===== config.mk =====
export PLATFORM = sky130hd
export DESIGN_NAME = call_return_stack
export DESIGN_NICKNAME = d
export VERILOG_FILES = /design/src/rtl/call_return_stack.sv
export SDC_FILE = /design/constraint.sdc
export NUM_CORES = 1
export LEC_CHECK = 0
export CAP_MARGIN = 20
export CORE_ASPECT_RATIO = 0.5
export CORE_MARGIN = 5
export CORE_UTILIZATION = 50
export CTS_CLUSTER_SIZE = 40
export DETAILED_ROUTE_END_ITERATION = 8
export HOLD_SLACK_MARGIN = 0.05
export PLACE_DENSITY = 0.7
export SLEW_MARGIN = 20
export SYNTH_ARGS = -nofsm -noshare
export SYNTH_HDL_FRONTEND = slang
export SYNTH_SLANG_ARGS = --single-unit

===== constraint.sdc =====
create_clock -name clk -period 5.57 [get_ports clk]
set_clock_uncertainty 0.1 [all_clocks]
set_input_delay 1.114 -clock clk [delete_from_list [all_inputs] [get_ports clk]]
set_output_delay 1.114 -clock clk [all_outputs]
set_load 0.03 [all_outputs]

===== src/rtl/call_return_stack.sv =====
// Hardware return-address stack for call/ret. The top entry is shown combinationally on pop_addr.
// Push, pop and replace-top take effect at the clock edge.
module call_return_stack #(
    parameter  int DEPTH = 16,
    parameter  int AW    = 32,
    localparam int CW    = $clog2(DEPTH + 1)
) (
    input  logic          clk,
    input  logic          rst_n,
    input  logic          push,
    input  logic          pop,
    input  logic [AW-1:0] push_addr,
    input  logic          clr_err,
    output logic [AW-1:0] pop_addr,
    output logic          empty,
    output logic          full,
    output logic [CW-1:0] count,
    output logic          overflow,
    output logic          underflow
);

    localparam int IW = $clog2(DEPTH);

    logic [AW-1:0] mem [DEPTH];
    logic [CW-1:0] sp;
    logic [CW-1:0] sp_next;
    logic [IW-1:0] top_idx;
    logic [IW-1:0] wr_idx;
    logic          wr_en;
    logic          ovf_set;
    logic          unf_set;

    assign empty   = (sp == '0);
    assign full    = (sp == CW'(DEPTH));
    assign count   = sp;
    assign top_idx = IW'(sp - CW'(1));

    assign pop_addr = empty ? '0 : mem[top_idx];

    // NOTE: every signal gets a default before the decode so no path leaves it unassigned (no latch).
    always_comb begin
        sp_next = sp;
        wr_en   = 1'b0;
        wr_idx  = '0;
        ovf_set = 1'b0;
        unf_set = 1'b0;
        if (push && pop && !empty) begin
            wr_en  = 1'b1;
            wr_idx = top_idx;
        end else if (push && pop) begin
            wr_en   = 1'b1;
            wr_idx  = '0;
            sp_next = CW'(1);
            unf_set = 1'b1;
        end else if (push && !full) begin
            wr_en   = 1'b1;
            wr_idx  = IW'(sp);
            sp_next = sp + CW'(1);
        end else if (push) begin
            ovf_set = 1'b1;
        end else if (pop && !empty) begin
            sp_next = sp - CW'(1);
        end else if (pop) begin
            unf_set = 1'b1;
        end
    end

    // NOTE: sequential state uses non-blocking assignments so every register samples pre-edge values.
    always_ff @(posedge clk or negedge rst_n) begin
        if (!rst_n) begin
            sp        <= '0;
            overflow  <= 1'b0;
            underflow <= 1'b0;
        end else begin
            sp        <= sp_next;
            // A fresh error beats clr_err; the other flag still clears.
            overflow  <= ovf_set | (overflow  & ~clr_err);
            underflow <= unf_set | (underflow & ~clr_err);
        end
    end

    // NOTE: the array is deliberately not reset; pop_addr masks it to 0 until sp covers a written entry.
    always_ff @(posedge clk) begin
        if (wr_en && rst_n) begin
            mem[wr_idx] <= push_addr;
        end
    end

endmodule

==> summary.txt, run 1 <==
Critical path
  – Worst flop-to-flop path startpoint: count[1]
  – Crit-path cells: inv_1 -> ha_4 -> buf_4 -> mux4_2 -> mux2i_1 -> o22ai_1 -> clkdlybuf4s50_1
  – Worst Path Required: roughly 4.4 ns
  – Critical R2R Capture: mem[10][29]
  – Slowest CP cell: ha_4
  – Peak fanout along the critical path: 68
  – Crit. End Element: primary output
  – Worst reg-to-reg path cell count: 7
  – Worst setup path class: flip-flop to primary output
  – Critical path's top delay family: buffers and inverters
  – Crit path DAT: 4.04 ns
  – Crit-path max cell delay: 1.00 ns
  – Startpoint type of the worst setup path: flip-flop
  – FF-to-FF setup slack: 1.82 ns
  – CP Buf/Inv Count: 3

Pwr
  – Power share of the clock group: 22.4%
  – Power per cell area: 569 nW/um^2
  – Seq pwr share: between 30% and 40%
  – Leak Pwr: 7.42 nW
  – Sw power: 4.60 mW
  – Combinational power share: 43.6%
  – Switch share: 34.5%
  – Int Power: 8.72 mW
  – Maximum VDD drop: a little over 0.0004 V

Worst hold path
  – Hold EP: underflow
  – HP Class: flip-flop to flip-flop
  – Hold path startpoint: underflow
  – Hold path cells: 2

Status
  – Status: complete, no violations

STA
  – Worst slew pin tran: 1.06 ns
  – Post-route minimum period: 5.25 ns
  – Fin. Hold Viols: 0
  – Slew Limit Fails: 0
  – Fmax: 190 MHz
  – Tcrit/Tclk final: a little over nine tenths
  – Setup tns final: 0 ns
  – Slew margin rel.: 29.4%
  – Min Hold Slack: 0.422 ns
  – Unrepaired setup endpoints after global routing: no
  – Finish-stage setup viols: 0

Layout
  – Area growth from synthesis to layout: 15.0%
  – Nets: between 1000 and 1500
  – Diode count: 0
  – Fin area: 23400 sq um
  – Proportion of layout cells with a drive suffix above 1: between 20% and 30%
  – Commonest non-fill, non-tap cell in the layout: edfxtp_1
  – Final std cells w/o fill: 1579
  – Most frequent cells in the layout: 512 x edfxtp_1, 128 x mux4_2, 77 x clkdlybuf4s50_1

Clock network
  – CTS sink count: 519
  – TritonCTS clock tree: yes
  – Clk root buf: clkbuf_16
  – CTS clk-pin slew, worst paths: 0.06 ns
  – Post-CTS Resized: 0
  – Deepest clock path buffer count: 3
  – Hold buffers post-CTS: 0
  – CTS Buf Count: 45
  – Postcts setup bufs: 0
  – H-tree levels: 2
  – Latest clock arrival within the worst-skew pair: 0.55 ns

Detailed routing
  – Residual DRC count: 0
  – DR vias/cell: 6.03
  – First-pass DRT Iterations: 5
  – DR WL/cell: 26.3 um
  – Routed wire length: 41.5 mm
  – Routed Antenna Nets: 0
  – Via count: 9524
  – DRT iter0 DRCs: 1059

Yosys
  – Sequential-to-total area share from yosys stat: roughly three quarters
  – Yosys top cell by area: edfxtp_1
  – Synth area leaders: edfxtp_1 76%, mux4_2 14%, mux2i_1 3.1%
  – Cell area after synthesis: around 20000 sq um
  – Synth Area per Inst: 22.5 sq um
  – Netlist cell types: 59
  – Post-synth EDFFs: 512
  – Yosys warnings: 0
  – Syn_nets: between 900 and 1000
  – Yosys top cell area share: 75.6%
  – Synth Flop Type: edfxtp_1
  – Mapped Cells: 906
  – Synth async-reset ratio: 1.35%
  – Seq cells post-synth: 519

Place
  – Post-DP HPWL: 22.7 mm
  – PortBufs: 77
  – GP Congestion: ~0.8
  – Cell total after placement: 1502
  – Placed Area: about 22000 sq um

Global routing
  – Largest net degree at the start of global routing: roughly 110
  – GRT Overall Usage: a little under a fifth
  – GR Overflow Total: 0
  – Antenna violations before repair: 0
  – Global-route wire length before repair: 63.5 mm
  – Number of global-route vias before repair: 10000

Die
  – Starting Density: 50.4%
  – Die Wd: roughly 300 um
  – Cell row count: 52
  – Die H: 153 um
  – Top Ports: 78
  – Area of the core: a little over 40000 sq um
  – Die Area: ~45000 sq um

Flow run
  – Max Cap Violations: 0
-- layer usage --
metal	GRT usage, %	part of all wire, %	up-vias
met5	0	0	-
met4	3.95	1.5	0
met3	3.68	6.6	46
met2	30.1	50	318
met1	27.0	42	5094
li1	-	-	4066
-- logic make-up (layout without fill, tap and decap cells) --
| family | count (synthesis) | in the layout | synth area share, % |
|---|---|---|---|
| simple gates | 60 | 60 | 1.94 |
| flops | 519 | 519 | 76.4 |
| xor+xnor | 2 | 2 | 0.123 |
| mux | 194 | 194 | 17.4 |
| compound gates | 65 | 65 | 2.42 |
| buf+inv | 64 | 197 | 1.53 |
| fa+ha+maj | 2 | 2 | 0.123 |
-- Yosys cell counts (2+ instances only) --
cell type	count
o2111ai_4	2
buf_6	2
nand3_1	6
mux2i_1	64
nor4_1	3
nor3b_1	2
a31oi_1	2
clkbuf_1	17
dfrtp_1	7
mux4_2	128
inv_1	8
o211ai_1	2
a21oi_1	2
or3_1	3
o21ai_0	7
a311oi_1	2
nor2_1	6
nor3_1	3
mux2_2	2
nor2b_1	6
and2_1	3
ha_1	2
a221o_1	2
nand2_1	12
nor3b_2	3
buf_2	32
buf_4	3
edfxtp_1	512
o22ai_1	33
-- final cells by class --
cell class	count	area, sq um
clock buffer	56	1210
clock inverter	21	171
fill	2836	16900
inverter	9	38.8
multi-input combinational	323	4630
sequential	519	15600
tap	540	676
timing repair buffer	111	1120
-- worst max-delay path by stage --
stage / startpoint / slack, ns / depth (start not counted) / end
CTS: count[1] / 0.26 / 7 / pop_addr[7]
floorplan: count[0] / 0.32 / 10 / mem[11][0]
finish: count[1] / 0.32 / 7 / pop_addr[7]
global route: count[1] / 0.15 / 7 / pop_addr[7]
detailed placement: count[1] / 0.85 / 7 / pop_addr[7]
global placement: count[1] / 0.91 / 7 / pop_addr[7]
-- power groups by stage --
stage / Sequential [mW] / Combinational [mW] / Clock, mW
floorplan: 4.59 / 3.90 / 0
global placement: 4.59 / 5.80 / 0
detailed placement: 4.61 / 5.88 / 0
CTS: 4.52 / 5.91 / 3.04
global route: 4.53 / 6.16 / 3.22
finish: 4.52 / 5.81 / 2.99
-- stage by stage --
step / setup slack [ns] / power, mW / utilization (%)
2_1_floorplan: 0.319 / 8.50 / -
3_3_place_gp: 0.914 / 10.4 / 54.5
3_5_place_dp: 0.846 / 10.5 / 54.6
4_1_cts: 0.255 / 13.5 / 58.0
5_1_grt: 0.152 / 13.9 / 58.0
6_report: 0.317 / 13.3 / 58.0
-- registers in the layout, summed over array words and instances (netlist names) --
signal     count
count          5
underflow      1
mem          512
overflow       1
-- worst min-delay path: cells and delay by family, from the launching register on --
kind,cells,cell delay (ns)
DFF,1,0.37
buffers and inverters,1,0.05
AOI/OAI and AO/OA,1,0.06
No activity file was read; power rests on OpenSTA's default activity.
==> run 2: changes to the inputs <==
Settings changed: PLACE_DENSITY 0.7 to 0.72.
==> run 2 against run 1 <==
Against the previous run: combinational power fell by 2%; hold slack gained 0.017 ns; critical path depth unchanged; die area unchanged; final area increased by 0.42%; count of clock-buffer cells in the layout shrank 4; first-iteration DRC count fell by 0.76%; sequential power hardly changed; clock power up 5%; core utilization is 0.24 points higher; cell count rose by 0.32%; largest cell class unchanged.
==> summary.txt, run 2 (synthesized netlist as in run 1, its figures left out) <==
Critical path
  – Critical R2R Capture: mem[8][19]
  – Crit-path cells: inv_1 -> ha_4 -> buf_4 -> mux4_2 -> mux2i_1 -> o22ai_1 -> clkdlybuf4s50_1
  – Crit-path max cell delay: between 0.9 and 1 ns
  – CP Buf/Inv Count: 3
  – Worst setup path class: flip-flop to primary output
  – Peak fanout along the critical path: 65
  – Critical path's top delay family: buffers and inverters
  – Slowest CP cell: ha_4
  – Crit. End Element: primary output
  – Worst reg-to-reg path cell count: 7
  – Crit path DAT: 4.00 ns
  – Startpoint type of the worst setup path: flip-flop
  – Worst flop-to-flop path startpoint: count[1]
  – FF-to-FF setup slack: 1.78 ns
  – Worst Path Required: 4.36 ns

Place
  – Placed Area: 22000 sq um
  – Post-DP HPWL: 22.4 mm
  – GP Congestion: 0.809
  – PortBufs: 77
  – Place WS: 0.878 ns
  – Cell total after placement: 1499

Layout
  – Fin area: 23500 sq um
  – Most frequent cells in the layout: 512 x edfxtp_1, 128 x mux4_2, 77 x clkdlybuf4s50_1
  – Proportion of layout cells with a drive suffix above 1: between 20% and 30%
  – Util after Layout: 58.3%
  – Nets: 1046
  – Commonest non-fill, non-tap cell in the layout: edfxtp_1
  – Area growth from synthesis to layout: 15.5%
  – Final std cells w/o fill: between 1500 and 2000
  – Fill count: 2800
  – Biggest register: mem
  – Max reg flops: 512

Detailed routing
  – First-pass DRT Iterations: 5
  – Via count: 9500
  – Residual DRC count: 0
  – Routed Antenna Nets: 0
  – DRT iter0 DRCs: 1051
  – DR vias/cell: 6.00
  – Routed wire length: ~41 mm
  – DR WL/cell: 25.9 um

Clock network
  – TritonCTS clock tree: yes
  – H-tree levels: 2
  – Deepest clock path buffer count: 3
  – Postcts setup bufs: 0
  – Latest clock arrival within the worst-skew pair: 0.54 ns
  – Clk root buf: clkbuf_16
  – CTS clk-pin slew, worst paths: ~0.07 ns
  – CTS Buf Count: 46
  – Post-CTS Resized: 0
  – Hold buffers post-CTS: 0
  – CTS sink count: 519

Flow run
  – Max Cap Violations: 0

Global routing
  – GRT Overall Usage: roughly 18%
  – GR Overflow Total: 0
  – Antenna violations before repair: 2
  – Global-route wire length before repair: 62.1 mm
  – Number of global-route vias before repair: 9779
  – Largest net degree at the start of global routing: 102

STA
  – Min Hold Slack: 0.439 ns
  – Slew Limit Fails: 0
  – Final worst slack: 0.357 ns
  – Fmax: 192 MHz
  – Slew margin rel.: 31.6%
  – Setup tns final: 0 ns
  – Tcrit/Tclk final: roughly 94%
  – Finish-stage setup viols: 0
  – Worst slew pin tran: roughly 1 ns
  – Fin. Hold Viols: 0
  – Unrepaired setup endpoints after global routing: no
  – Post-route minimum period: 5.21 ns

Pwr
  – Leak Pwr: 7.45 nW
  – Power per cell area: 569 nW/um^2
  – Total Power: 13.4 mW
  – Maximum VDD drop: about 0.00038 V

Worst hold path
  – Hold path startpoint: overflow
  – Hold EP: overflow
  – HP Class: flip-flop to flip-flop
  – Hold path cells: 2

Die
  – Die H: 153 um
  – Starting Density: 50.4%
  – Top Ports: 78
  – Die Area: 45100 sq um
  – Die Wd: 295 um
  – Area of the core: 40300 sq um
  – Cell row count: 52

Status
  – Status: complete, no violations
run 2: changes by cell type in the layout (fill, tap and decap cells not counted), sizes merged:
cell,change
diode,+1
inv,+1
clkinvlp,+3
buf,-3
bufinv,+2
clkinv,+5
clkbuf,-4
run 2: worst min-delay path, stage by stage (launching register included):
cell and delay [ns]:
dfrtp_1 0.37, inv_1 0.05, o22ai_1 0.07
run 2: worst max path at each step:
stage | from | end | slack (ns) | depth (start not counted)
2_1_floorplan | count[0] | mem[11][0] | 0.32 | 10
3_3_place_gp | count[1] | pop_addr[10] | 0.97 | 7
3_5_place_dp | count[1] | pop_addr[10] | 0.88 | 7
4_1_cts | count[1] | pop_addr[10] | 0.28 | 7
5_1_grt | count[1] | pop_addr[16] | 0.19 | 7
6_report | count[1] | pop_addr[19] | 0.36 | 7
run 2: cell type report:
type	instances	area [sq um]	area share (%)
clock buffers	52	1170	4.99
repair buffers	108	1120	4.75
inverters	9	38.8	0.165
flip-flops and latches	519	15600	66.2
well taps	540	676	2.88
clock inverters	32	308	1.31
multi-input cells	323	4630	19.7
diodes	1	2.50	0.0106
run 2: power by group:
part	total (mW)	internal [mW]	switching [mW]
Sequential	4.52	4.44	0.0850
Clock	3.13	1.76	1.37
Combinational	5.70	2.56	3.15
Total	13.4	8.75	4.61
run 2: routing by layer:
metal,global-route usage (%),vias to the layer above,routed length (um)
met5,0,-,16
met4,3.64,2,480
met3,3.12,43,2330
met2,28.7,290,20200
met1,27.3,5101,17900
li1,-,4064,-
==> run 3: changes to the inputs <==
Settings changed: RECOVER_POWER from default to 50.
==> run 3 against run 2 <==
Against the previous run: non-clock buffer count unchanged; die area unchanged; clock power about the same; count of clock-buffer cells in the layout unchanged; largest power group unchanged; fmax increased by 0.24%; core utilization decreased by 0.068 points; register-to-register slack got worse by 0.34 ns; first-iteration DRC count decreased by 7.2%; routed wire length about the same.
==> summary.txt, run 3 (synthesized netlist as in run 1, its figures left out) <==
Detailed routing
  – Residual DRC count: 0
  – Routed Antenna Nets: 0
  – Routed wire length: 41.0 mm
  – Via count: approximately 9500
  – DR WL/cell: 25.9 um
  – DR vias/cell: 6.02
  – First-pass DRT Iterations: 5
  – DRT iter0 DRCs: 975

Place
  – Place WS: 0.878 ns
  – PortBufs: 77
  – Post-DP HPWL: 22.4 mm
  – GP Congestion: 0.809

Clock network
  – Latest clock arrival within the worst-skew pair: 0.54 ns
  – TritonCTS clock tree: yes
  – CTS Buf Count: 46
  – CTS sink count: between 500 and 600
  – Clk root buf: clkbuf_16
  – CTS clk-pin slew, worst paths: about 0.07 ns
  – H-tree levels: 2
  – Postcts setup bufs: 0
  – Hold buffers post-CTS: 0
  – Post-CTS Resized: 0
  – Deepest clock path buffer count: 3

Pwr
  – Int Power: 8.74 mW
  – Switch share: approximately a third
  – Sw power: 4.61 mW
  – Leak Pwr: about 7.5 nW
  – Total Power: ~13 mW
  – Power per cell area: 569 nW/um^2
  – Maximum VDD drop: 0.000385 V
  – Seq pwr share: 33.9%
  – Power share of the clock group: 23.5%
  – Combinational power share: a little over two fifths

Critical path
  – Crit path DAT: roughly 4 ns
  – Critical R2R Capture: mem[0][17]
  – Crit. End Element: primary output
  – Worst Path Required: 4.36 ns
  – Peak fanout along the critical path: 65
  – FF-to-FF setup slack: 1.44 ns
  – Worst setup path class: flip-flop to primary output
  – Startpoint type of the worst setup path: flip-flop
  – Worst reg-to-reg path cell count: 6
  – Worst flop-to-flop path startpoint: count[1]

STA
  – Fin. Hold Viols: 0
  – Slew Limit Fails: 0
  – Setup tns final: 0 ns
  – Finish-stage setup viols: 0
  – Fmax: a little under 200 MHz
  – Tcrit/Tclk final: 93.4%
  – Unrepaired setup endpoints after global routing: no
  – Worst slew pin tran: 1.48 ns
  – Final worst slack: ~0.37 ns
  – Post-route minimum period: 5.20 ns
  – Slew margin rel.: less than 1%

Status
  – Status: complete, no violations

Layout
  – Nets: 1046
  – Most frequent cells in the layout: 512 x edfxtp_1, 128 x mux4_2, 64 x mux2i_1
  – Area growth from synthesis to layout: 15.4%
  – Proportion of layout cells with a drive suffix above 1: between 20 and 25%
  – Max reg flops: a little over 500
  – Commonest non-fill, non-tap cell in the layout: edfxtp_1
  – Biggest register: mem

Die
  – Starting Density: 50.4%
  – Die Area: 45100 sq um
  – Die H: 153 um
  – Area of the core: 40300 sq um
  – Cell row count: 52
  – Top Ports: 78
  – Die Wd: 295 um

Global routing
  – Number of global-route vias before repair: 9779
  – Largest net degree at the start of global routing: 102
  – Global-route wire length before repair: slightly above 60 mm
  – GR Overflow Total: 0
  – GRT Overall Usage: 18.1%
  – Antenna violations before repair: 2

Worst hold path
  – Hold path cells: 2
  – Hold EP: overflow
  – Hold path startpoint: overflow
  – HP Class: flip-flop to flip-flop

Flow run
  – Max Cap Violations: 0
-- run 3: changes by cell type in the layout (fill, tap and decap cells not counted), moves of 2 or more --
cell,delta
nor3b_1,+2
nor3b_4,-2
dlygate4sd3_1,+41
clkdlybuf4s50_1,-41
-- run 3: metrics by stage --
stage | util (%) | area (sq um) | hold slack [ns] | cells
2_1_floorplan | - | 20400 | 0.554 | 906
3_3_place_gp | 54.6 | 22000 | 0.410 | 1499
3_5_place_dp | 54.6 | 22000 | 0.433 | 1499
4_1_cts | 58.2 | 23500 | 0.443 | 1583
5_1_grt | 58.2 | 23500 | 0.475 | 1584
6_report | 58.2 | 23500 | 0.436 | 1584
-- run 3: final cells by class --
type,count,area (sq um)
multi-input cells,323,4610
inverters,9,38.8
fillers,2804,16900
well taps,540,676
repair buffers,108,1110
clock inverters,32,308
clock buffers,52,1170
flip-flops and latches,519,15600
diodes,1,2.50
-- run 3: worst max-delay path by stage --
stage,slack (ns),startpoint,endpoint
after floorplan,0.32,count[0],mem[11][0]
after global placement,0.97,count[1],pop_addr[10]
after detailed placement,0.88,count[1],pop_addr[10]
after CTS,0.28,count[1],pop_addr[10]
after global routing,0.19,count[1],pop_addr[16]
final,0.37,count[1],pop_addr[24]
-- run 3: worst max-delay path, stage by stage, from the launching register on --
cell             delay (ns)
dfrtp_1                0.53
inv_1                  0.19
ha_4                   0.95
buf_12                 0.36
mux4_2                 0.25
mux2i_1                0.08
o22ai_1                0.30
clkdlybuf4s50_1        0.74
-- run 3: layer usage --
metal / up-vias / share of wire [%] / GRT usage [%] / wire length, um
met2: 340 / 49 / 28.7 / 20200
met5: - / 0 / 0 / 0
met4: 0 / 1.3 / 3.64 / 531
met1: 5082 / 43 / 27.3 / 17700
li1: 4059 / - / - / -
met3: 47 / 6.2 / 3.12 / 2550
-- run 3: power by group through the flow --
stage	clock [mW]	sequential (mW)	combinational, mW
2_1_floorplan	0	4.59	3.90
3_3_place_gp	0	4.59	5.70
3_5_place_dp	0	4.60	5.75
4_1_cts	3.18	4.52	5.79
5_1_grt	3.36	4.53	6.01
6_report	3.14	4.52	5.69
